===== src/rtl/ov7670_stream_pkg.sv =====
// Shared state/pattern types and RGB565 colour constants for the OV7670 stream generator.
package ov7670_stream_pkg;

  typedef enum logic [2:0] {
    ST_IDLE    = 3'd0,
    ST_VSYNC   = 3'd1,
    ST_V_BP    = 3'd2,
    ST_ACTIVE  = 3'd3,
    ST_H_BLANK = 3'd4,
    ST_V_FP    = 3'd5
  } gen_state_t;

  typedef enum logic [1:0] {
    PAT_BARS     = 2'd0,
    PAT_GRADIENT = 2'd1,
    PAT_SOLID    = 2'd2,
    PAT_CHECKER  = 2'd3
  } pattern_t;

  localparam logic [15:0] RGB565_WHITE = 16'hFFFF;
  localparam logic [15:0] RGB565_BLACK = 16'h0000;

  localparam logic [15:0] BAR_WHITE   = 16'hFFFF;
  localparam logic [15:0] BAR_YELLOW  = 16'hFFE0;
  localparam logic [15:0] BAR_CYAN    = 16'h07FF;
  localparam logic [15:0] BAR_GREEN   = 16'h07E0;
  localparam logic [15:0] BAR_MAGENTA = 16'hF81F;
  localparam logic [15:0] BAR_RED     = 16'hF800;
  localparam logic [15:0] BAR_BLUE    = 16'h001F;
  localparam logic [15:0] BAR_BLACK   = 16'h0000;

  function automatic logic [15:0] bar_color(input logic [2:0] idx);
    case (idx)
      3'd0:    bar_color = BAR_WHITE;
      3'd1:    bar_color = BAR_YELLOW;
      3'd2:    bar_color = BAR_CYAN;
      3'd3:    bar_color = BAR_GREEN;
      3'd4:    bar_color = BAR_MAGENTA;
      3'd5:    bar_color = BAR_RED;
      3'd6:    bar_color = BAR_BLUE;
      default: bar_color = BAR_BLACK;
    endcase
  endfunction

endpackage


===== src/rtl/ov7670_pattern_rom.sv =====
// Combinational test-pattern generator: (x, y, pattern, solid colour) -> RGB565 pixel.
module ov7670_pattern_rom
  import ov7670_stream_pkg::*;
#(
  parameter int H_ACTIVE = 320
) (
  input  logic [8:0]  x,
  input  logic [7:0]  y,
  input  pattern_t    pattern,
  input  logic [15:0] solid_color,
  output logic [15:0] pix
);

  localparam int BAR_W = (H_ACTIVE >= 8) ? (H_ACTIVE / 8) : 1;

  logic [8:0] bar_q_s;
  logic [2:0] bar_idx_s;
  logic       unused_y_s;

  assign unused_y_s = ^y[2:0];

  // Bar index; any remainder pixels fold into the last bar
  always_comb begin
    bar_q_s = x / 9'(BAR_W);
    if (bar_q_s > 9'd7) begin
      bar_idx_s = 3'd7;
    end else begin
      bar_idx_s = bar_q_s[2:0];
    end
  end

  // Pattern select
  always_comb begin
    case (pattern)
      PAT_BARS:     pix = bar_color(bar_idx_s);
      PAT_GRADIENT: pix = {x[8:4], x[8:3], y[7:3]};
      PAT_SOLID:    pix = solid_color;
      PAT_CHECKER:  pix = (x[4] ^ y[4]) ? RGB565_WHITE : RGB565_BLACK;
      default:      pix = RGB565_BLACK;
    endcase
  end

endmodule


===== src/rtl/ov7670_stream_gen.sv =====
// OV7670 camera emulator: drives v_sync/href/data (RGB565, high byte first) for test-pattern frames.
module ov7670_stream_gen
  import ov7670_stream_pkg::*;
#(
  parameter int H_ACTIVE     = 320,
  parameter int H_BLANK      = 144,
  parameter int V_SYNC_LINES = 3,
  parameter int V_BP_LINES   = 17,
  parameter int V_ACTIVE     = 240,
  parameter int V_FP_LINES   = 10
) (
  input  logic        clk,
  input  logic        reset,
  input  logic        enable,
  input  logic [1:0]  pattern_sel,
  input  logic [15:0] solid_color,
  output logic        v_sync,
  output logic        href,
  output logic [7:0]  data,
  output logic        frame_done,
  output logic        busy,
  output logic [7:0]  frame_cnt
);

  localparam int LINE_CLKS = 2 * H_ACTIVE + H_BLANK;
  localparam int BW        = $clog2(LINE_CLKS);
  localparam int LW        = 9;
  localparam logic [BW-1:0] LAST_BYTE = BW'(LINE_CLKS - 1);
  localparam logic [BW-1:0] LAST_ACT  = BW'(2 * H_ACTIVE - 1);

  gen_state_t    state_r, nxt_state_s;
  logic [BW-1:0] byte_cnt_r, nxt_byte_s;
  logic [LW-1:0] line_cnt_r, nxt_line_s;
  pattern_t      pat_r;
  logic [15:0]   solid_r;
  logic [15:0]   pix_s;
  logic          line_end_s;
  logic          frame_end_s;

  assign line_end_s  = (byte_cnt_r == LAST_BYTE);
  assign frame_end_s = (nxt_state_s == ST_V_FP) && (nxt_byte_s == LAST_BYTE) &&
                       (nxt_line_s == LW'(V_FP_LINES - 1));

  // Next-state counters; outputs are registered from these so data lines up with href
  always_comb begin
    nxt_state_s = state_r;
    nxt_line_s  = line_cnt_r;
    case (state_r)
      ST_IDLE: begin
        if (enable) begin
          nxt_state_s = ST_VSYNC;
          nxt_line_s  = {LW{1'b0}};
        end else begin
          nxt_state_s = ST_IDLE;
        end
      end
      ST_VSYNC: begin
        if (line_end_s && (line_cnt_r == LW'(V_SYNC_LINES - 1))) begin
          nxt_state_s = ST_V_BP;
          nxt_line_s  = {LW{1'b0}};
        end else if (line_end_s) begin
          nxt_line_s = line_cnt_r + LW'(1);
        end else begin
          nxt_line_s = line_cnt_r;
        end
      end
      ST_V_BP: begin
        if (line_end_s && (line_cnt_r == LW'(V_BP_LINES - 1))) begin
          nxt_state_s = ST_ACTIVE;
          nxt_line_s  = {LW{1'b0}};
        end else if (line_end_s) begin
          nxt_line_s = line_cnt_r + LW'(1);
        end else begin
          nxt_line_s = line_cnt_r;
        end
      end
      ST_ACTIVE: begin
        if (byte_cnt_r == LAST_ACT) begin
          nxt_state_s = ST_H_BLANK;
        end else begin
          nxt_state_s = ST_ACTIVE;
        end
      end
      ST_H_BLANK: begin
        if (line_end_s && (line_cnt_r == LW'(V_ACTIVE - 1))) begin
          nxt_state_s = ST_V_FP;
          nxt_line_s  = {LW{1'b0}};
        end else if (line_end_s) begin
          nxt_state_s = ST_ACTIVE;
          nxt_line_s  = line_cnt_r + LW'(1);
        end else begin
          nxt_state_s = ST_H_BLANK;
        end
      end
      ST_V_FP: begin
        if (line_end_s && (line_cnt_r == LW'(V_FP_LINES - 1))) begin
          nxt_state_s = enable ? ST_VSYNC : ST_IDLE;
          nxt_line_s  = {LW{1'b0}};
        end else if (line_end_s) begin
          nxt_line_s = line_cnt_r + LW'(1);
        end else begin
          nxt_line_s = line_cnt_r;
        end
      end
      default: begin
        nxt_state_s = ST_IDLE;
        nxt_line_s  = {LW{1'b0}};
      end
    endcase

    if (nxt_state_s == ST_IDLE || state_r == ST_IDLE || line_end_s) begin
      nxt_byte_s = {BW{1'b0}};
    end else begin
      nxt_byte_s = byte_cnt_r + BW'(1);
    end
  end

  ov7670_pattern_rom #(
    .H_ACTIVE (H_ACTIVE)
  ) u_rom (
    .x           (9'(nxt_byte_s >> 1)),
    .y           (nxt_line_s[7:0]),
    .pattern     (pat_r),
    .solid_color (solid_r),
    .pix         (pix_s)
  );

  // FSM state, frame configuration latch and registered outputs
  always_ff @(posedge clk or posedge reset) begin
    if (reset) begin
      state_r    <= ST_IDLE;
      byte_cnt_r <= {BW{1'b0}};
      line_cnt_r <= {LW{1'b0}};
      pat_r      <= PAT_BARS;
      solid_r    <= 16'h0000;
      v_sync     <= 1'b0;
      href       <= 1'b0;
      data       <= 8'h00;
      frame_done <= 1'b0;
      busy       <= 1'b0;
      frame_cnt  <= 8'h00;
    end else begin
      state_r    <= nxt_state_s;
      byte_cnt_r <= nxt_byte_s;
      line_cnt_r <= nxt_line_s;
      if (nxt_state_s == ST_VSYNC && state_r != ST_VSYNC) begin
        pat_r   <= pattern_t'(pattern_sel);
        solid_r <= solid_color;
      end
      v_sync     <= (nxt_state_s == ST_VSYNC);
      href       <= (nxt_state_s == ST_ACTIVE);
      data       <= (nxt_state_s == ST_ACTIVE) ? (nxt_byte_s[0] ? pix_s[7:0] : pix_s[15:8]) : 8'h00;
      frame_done <= frame_end_s;
      busy       <= (nxt_state_s != ST_IDLE);
      if (frame_end_s) begin
        frame_cnt <= frame_cnt + 8'd1;
      end
    end
  end

endmodule


===== config.mk =====
export PLATFORM = sky130hd
export DESIGN_NAME = ov7670_stream_gen
export DESIGN_NICKNAME = d
export VERILOG_FILES = /design/src/rtl/ov7670_stream_pkg.sv /design/src/rtl/ov7670_pattern_rom.sv /design/src/rtl/ov7670_stream_gen.sv
export SDC_FILE = /design/constraint.sdc
export NUM_CORES = 1
export LEC_CHECK = 0
export BUFFER_PORTS_ARGS = -buffer_cell sky130_fd_sc_hd__buf_2
export CORE_MARGIN = 1.5
export CORE_UTILIZATION = 45
export DETAILED_ROUTE_END_ITERATION = 8
export PLACE_DENSITY = 0.73
export SETUP_SLACK_MARGIN = 0.02
export SLEW_MARGIN = 20
export SYNTH_ARGS = -nofsm -noshare
export SYNTH_HDL_FRONTEND = slang
export SYNTH_HIERARCHICAL = 1
export SYNTH_SLANG_ARGS = --single-unit

===== constraint.sdc =====
create_clock -name clk -period 4.2 [get_ports clk]
set_input_delay 0 -clock clk [delete_from_list [all_inputs] [get_ports clk]]
set_output_delay 0 -clock clk [all_outputs]
set_load 0.02 [all_outputs]

==> results.sh, run 1 <==
export IMPL_synth_seq_area_share_pct=40.0
export IMPL_rows=33
export IMPL_n_fill_cell=699
export IMPL_comb_power_share_pct=5.3
export IMPL_pwr_share_seq_pct=46.8
export IMPL_hold_viol=0
export IMPL_topRoutingLayerUsed="met4"
export IMPL_crit_chain="ha_1, and4_1, nor4b_2, nor4bb_1, a211o_2, nor3b_2, nand3_1, nand3_2, buf_4, nor2_1, or4b_1, o31ai_1, a31o_2, nand3_1, nand2_1, a21oi_1"
export IMPL_fmax_mhz=260
export IMPL_routedWlPerCell_um=14.8
export IMPL_critPathSlowestCell="or4b_1"
export IMPL_dr_pass1_iters=4
export IMPL_switching_share_pct=20.9
export IMPL_syn_area_per_cell_sq_um=9.15
export IMPL_die_x_um=94.3
export IMPL_wl_met1_mm=3.78
export IMPL_ys_types=69
export IMPL_powerDensity_nw_per_um2=285
export IMPL_wirelength_mm=8.48
export IMPL_min_path_type="in2reg"
export IMPL_mostFrequentLayoutCells="dfrtp_1, nand2_1, buf_2"
export IMPL_fin_worst_skew_ns=0.0155
export IMPL_clock_sink_count=60
export IMPL_gp_congestion=1.01
export IMPL_drtIter0Drc=234
export IMPL_ys_flop_type="dfrtp_1"
export IMPL_end_kind="flop"
export IMPL_finalSetupViolCount=0
export IMPL_finalSetupTns_ns=0
export IMPL_startpoint_type="flop"
export IMPL_cts_made_buffers=9
export IMPL_slew_headroom_pct=43.7
export IMPL_path_delay_family="simple AND/OR/NAND/NOR gates"
export IMPL_post_drt_via_cell_ratio=5.65
export IMPL_synth_warnings=6
export IMPL_start_util_pct=46.1
export IMPL_max_cap_violations=0
export IMPL_p_leak_nw=1.95
export IMPL_p_int_mw=1.01
export IMPL_critical_path_max_stage_delay_ns=0.50
export IMPL_io_buffers=40
export IMPL_cts_tree="done"
export IMPL_min_period_ns=3.84
export IMPL_h_tree_depth=3
export IMPL_wl_met3_um=428
export IMPL_grt_pass1_vias=3024
export IMPL_critPathMaxFanout=6
export IMPL_cts_root_buf="clkbuf_8"
export IMPL_antenna_found_initial=0
export IMPL_die_area_sq_um=8900
export IMPL_worstPathArrival_ns=4.06
export IMPL_area_delta_synth_final_pct=19.0
export IMPL_synth_async_sr_flop_share_pct=100
export IMPL_clk_path_buf_depth=2
export IMPL_dp_cells=539
export IMPL_gr_total_overflow=0
export IMPL_layout_drive_gt1_share_pct=23.7
export IMPL_ys_ff_latch=60
export IMPL_cpMostUsedCell="nand3_1"
export IMPL_num_antenna_cells=0
export IMPL_clkLatencyLatePin_ns=0.35
export IMPL_nNetsFinal=491
export IMPL_syn_inst=410
export IMPL_ir_drop_v=0.000184
export IMPL_post_route_period_util_pct=91.5
export IMPL_p_clk_share_pct=47.9
export IMPL_vias=3245
export IMPL_dp_hpwl_mm=5.97
export IMPL_netlist_area_sq_um=3750
export IMPL_rsz0062_at_grt="false"
export IMPL_drcViolationCount=0
export IMPL_critPathBufInv=1
export IMPL_ioPinCount=41
export IMPL_cp_required_ns=4.42
export IMPL_fin_cells=574
export IMPL_synth_nets=437
export IMPL_grt_max_degree=61
export IMPL_synth_edf_count=0
export IMPL_layout_commonest_cell="dfrtp_1"
export IMPL_criticalPathCategory="reg2reg"
export IMPL_slew_viol_final=0
export IMPL_path_clk_slew_ns=0.08
export IMPL_met2_length_mm=4.08
export IMPL_worstMarginPinSlew_ns=0.845
export IMPL_core_sq_um=8130
export IMPL_status="finished, final reports clean"
export IMPL_ant_nets=0
export IMPL_grt_first_pass_wirelength_mm=14.5
export IMPL_grt_use_total_pct=21.0
export IMPL_netSwitchingPower_mw=0.265
export IMPL_die_height_um=94.3
[metrics by stage]
stage	power, mW	area [sq um]	hold WS [ns]	setup WS (ns)	utilization [%]
floorplan	0.641	3750	0.132	0.678	-
global placement	0.659	4010	0.212	0.271	49.3
detailed placement	0.660	4010	0.219	0.120	49.3
CTS	1.28	4440	0.284	0.114	54.6
global route	1.32	4460	0.328	0.0523	54.9
finish	1.27	4460	0.338	0.355	54.9
[power groups by stage]
stage	Combinational [mW]	Sequential, mW	Clock (mW)
finish	0.0673	0.595	0.609
global route	0.0763	0.597	0.648
CTS	0.0679	0.595	0.619
detailed placement	0.0543	0.606	0
global placement	0.0532	0.605	0
floorplan	0.0409	0.600	0
[worst paths after layout]
path | from | to | slack [ns] | cells past startpoint
min reg2reg | frame_cnt[7] | frame_cnt[7] | 0.47 | 1
min | enable | state_r[0] | 0.34 | 5
max reg2reg | byte_cnt_r[0] | data[4] | 0.36 | 16
max | byte_cnt_r[0] | data[4] | 0.36 | 16
min in group asynchronous | reset | solid_r[6] | 0.42 | 4
max in group asynchronous | reset | byte_cnt_r[7] | 3.30 | 4
[layout make-up]
type	instances	area [sq um]	share of cell area [%]
clock buffers	13	169	3.78
clock inverters	3	67.6	1.51
inverters	13	48.8	1.09
multi-input cells	310	2070	46.4
flip-flops and latches	60	1500	33.6
well taps	105	131	2.94
repair buffers	70	473	10.6
[state kept, by name (all words and copies together), names as in the netlist]
register / count
solid_r: 16
byte_cnt_r: 10
line_cnt_r: 9
data: 8
frame_cnt: 8
state_r: 3
pat_r: 2
busy: 1
frame_done: 1
href: 1
v_sync: 1
[kinds of logic (layout without fill, tap and decap cells)]
group | after synthesis | count (layout) | synth area share [%]
AND/OR/NAND/NOR | 191 | 191 | 27.6
AO/OA/AOI/OAI | 69 | 69 | 13.1
flip-flops | 60 | 60 | 40.0
buffers and inverters | 40 | 99 | 5.40
XOR/XNOR | 22 | 22 | 5.34
multiplexers | 22 | 22 | 6.57
adder cells (fa/ha/maj) | 6 | 6 | 2.00
[metal layers]
metal	global-route usage, %	vias up
li1	-	1568
met1	27.9	1553
met2	33.5	107
met3	4.61	17
met4	8.21	0
met5	0	-
[worst min-delay path: cells and delay by family]
kind / cells / cell delay (ns)
buf+inv: 2 / 0.19
compound gates: 1 / 0.15
simple gates: 2 / 0.28
[synthesized netlist by cell type (all sizes together) (2+ instances only)]
library cell | number | share of area [%]
nand2 | 52 | 5.2
o21ai | 22 | 3.0
o21bai | 2 | 0.40
mux2 | 21 | 6.3
and4 | 5 | 1.2
nor3b | 5 | 1.1
nor2b | 15 | 2.5
a221oi | 7 | 2.4
nor3 | 10 | 1.5
nand3 | 24 | 3.3
nand2b | 8 | 1.3
o31ai | 7 | 1.4
nor2 | 29 | 3.0
dfrtp | 60 | 40
nor4 | 4 | 1.1
and3 | 8 | 1.5
or3 | 4 | 0.67
buf | 14 | 2.8
a21oi | 16 | 2.1
o22ai | 2 | 0.33
nor4b | 2 | 0.47
xnor2 | 13 | 3.0
ha | 6 | 2.0
nand4b | 2 | 0.47
clkbuf | 13 | 1.3
inv | 13 | 1.3
and2 | 2 | 0.33
or2 | 2 | 0.33
o41ai | 2 | 0.67
xor2 | 9 | 2.3
nand4 | 12 | 2.0
[what timing repair did]
| item | 4_1_cts | 5_1_grt |
|---|---|---|
| hold endpoints to repair | 78 | 0 |
| buffers inserted | 0 | 0 |
| gates resized for setup | 0 | 9 |
| hold buffers | 19 | 0 |
| endpoints found under the setup margin | 0 | 8 |
Power figures use the tool's default switching activity.
==> inputs of run 2 (changes only) <==
--- a/config.mk
+++ b/config.mk
@@ -5,10 +5,11 @@
 export SDC_FILE = /design/constraint.sdc
 export NUM_CORES = 1
 export LEC_CHECK = 0
-export BUFFER_PORTS_ARGS = -buffer_cell sky130_fd_sc_hd__buf_2
+export BUFFER_PORTS_ARGS = -buffer_cell sky130_fd_sc_hd__buf_4
 export CORE_MARGIN = 1.5
 export CORE_UTILIZATION = 45
 export DETAILED_ROUTE_END_ITERATION = 8
+export MAX_ROUTING_LAYER = met4
 export PLACE_DENSITY = 0.73
 export SETUP_SLACK_MARGIN = 0.02
 export SLEW_MARGIN = 20
==> results.sh, run 2 (synthesized netlist as in run 1, its figures left out) <==
export IMPL_status="finished, final reports clean"
export IMPL_start_util_pct=46.1
export IMPL_vias=3254
export IMPL_gp_congestion=0.923
export IMPL_largest_register="solid_r"
export IMPL_slew_headroom_pct=41.8
export IMPL_area_delta_synth_final_pct=20.4
export IMPL_end_kind="flop"
export IMPL_die_area_sq_um=8900
export IMPL_r2r_slack_ns=0.22
export IMPL_mostFrequentLayoutCells="dfrtp_1, nand2_1, buf_4"
export IMPL_fin_worst_skew_ns=0.0139
export IMPL_fin_cells=571
export IMPL_core_sq_um=8130
export IMPL_cts_tree="done"
export IMPL_hold_viol=0
export IMPL_cts_root_buf="clkbuf_8"
export IMPL_layout_drive_gt1_share_pct=23.8
export IMPL_grt_first_pass_wirelength_mm=14.1
export IMPL_critPathMaxFanout=6
export IMPL_setup_ws_ns=0.216
export IMPL_die_height_um=94.3
export IMPL_rows=33
export IMPL_grt_use_total_pct=21.0
export IMPL_finalSetupViolCount=0
export IMPL_worstPathArrival_ns=4.18
export IMPL_finalSetupTns_ns=0
export IMPL_post_drt_via_cell_ratio=5.70
export IMPL_cp_required_ns=4.40
export IMPL_largest_register_ffs=16
export IMPL_io_buffers=40
export IMPL_grt_pass1_vias=2944
export IMPL_routedWlPerCell_um=15.1
export IMPL_die_x_um=94.3
export IMPL_startpoint_type="flop"
export IMPL_h_tree_depth=3
export IMPL_min_period_ns=3.98
export IMPL_path_clk_slew_ns=0.07
export IMPL_criticalPathCategory="reg2reg"
export IMPL_dpl_cell_area_sq_um=4100
export IMPL_rsz0062_at_grt="false"
export IMPL_post_route_period_util_pct=94.9
export IMPL_drcViolationCount=0
export IMPL_clkLatencyLatePin_ns=0.34
export IMPL_dp_cells=537
export IMPL_gr_total_overflow=0
export IMPL_reg_top3="solid_r (16), byte_cnt_r (10), line_cnt_r (9)"
export IMPL_wirelength_mm=8.65
export IMPL_ioPinCount=41
export IMPL_p_leak_nw=1.95
export IMPL_worstMarginPinSlew_ns=0.872
export IMPL_final_area_sq_um=4520
export IMPL_cts_made_buffers=9
export IMPL_dp_hpwl_mm=5.94
export IMPL_ir_drop_v=0.000163
export IMPL_nNetsFinal=490
export IMPL_clock_sink_count=60
export IMPL_dp_slack_ns=0.0942
export IMPL_antenna_found_initial=0
export IMPL_drtIter0Drc=244
export IMPL_cts_setup_buffers=0
export IMPL_grt_max_degree=61
export IMPL_dr_pass1_iters=5
export IMPL_min_path_type="in2reg"
export IMPL_num_antenna_cells=0
export IMPL_slew_viol_final=0
export IMPL_powerDensity_nw_per_um2=252
export IMPL_final_util_pct=55.5
export IMPL_layout_commonest_cell="dfrtp_1"
export IMPL_finalPower_mw=1.14
export IMPL_hold_ws_ns=0.293
export IMPL_fmax_mhz=251
export IMPL_ant_nets=0
export IMPL_clk_path_buf_depth=2
export IMPL_max_cap_violations=0
run 2: repair_timing:
action,in CTS,in global routing
resized for setup,0,12
hold buffers,19,0
endpoints found under the setup margin,0,8
hold endpoints to repair,78,0
run 2: final timing paths:
path,start,depth (start not counted),endpoint
hold reg to reg,frame_cnt[7],1,frame_cnt[7]
min in group asynchronous,reset,4,solid_r[2]
setup / recovery,byte_cnt_r[0],15,data[6]
max in group asynchronous,reset,4,byte_cnt_r[7]
setup reg to reg,byte_cnt_r[0],15,data[6]
hold / removal,enable,5,state_r[0]
run 2: metal layers:
layer	vias to the layer above	global-route usage, %	part of all wire [%]
li1	1565	-	-
met1	1521	27.5	43
met2	141	32.0	47
met3	27	3.48	6.5
met4	0	9.45	3.5
met5	-	-	0
run 2: layout make-up:
type	instances	area (sq um)
multi-input combinational	311	2100
inverter	13	48.8
fill	698	3620
tap	105	131
clock buffer	12	165
sequential	60	1500
timing repair buffer	68	558
clock inverter	2	10.0
run 2: report_power, final:
| part | switching (mW) | internal (mW) | leakage, nW |
|---|---|---|---|
| clock | 0.219 | 0.254 | 0.0941 |
| sequential | 0.00855 | 0.587 | 0.730 |
| combinational | 0.0315 | 0.0413 | 1.12 |
| total | 0.259 | 0.882 | 1.95 |
run 2: critical path, stage by stage (launching register included):
cell and delay, ns:
dfrtp_1 0.44, ha_2 0.26, and4_1 0.25, nor4b_2 0.31
nor4bb_1 0.12, a211o_2 0.33, nor3b_2 0.28, nand3_2 0.20
nand3_4 0.18, nor2_1 0.12, or4b_1 0.53, o31ai_1 0.29
a31o_2 0.26, nand3_1 0.09, nand2_1 0.08, a21oi_1 0.09
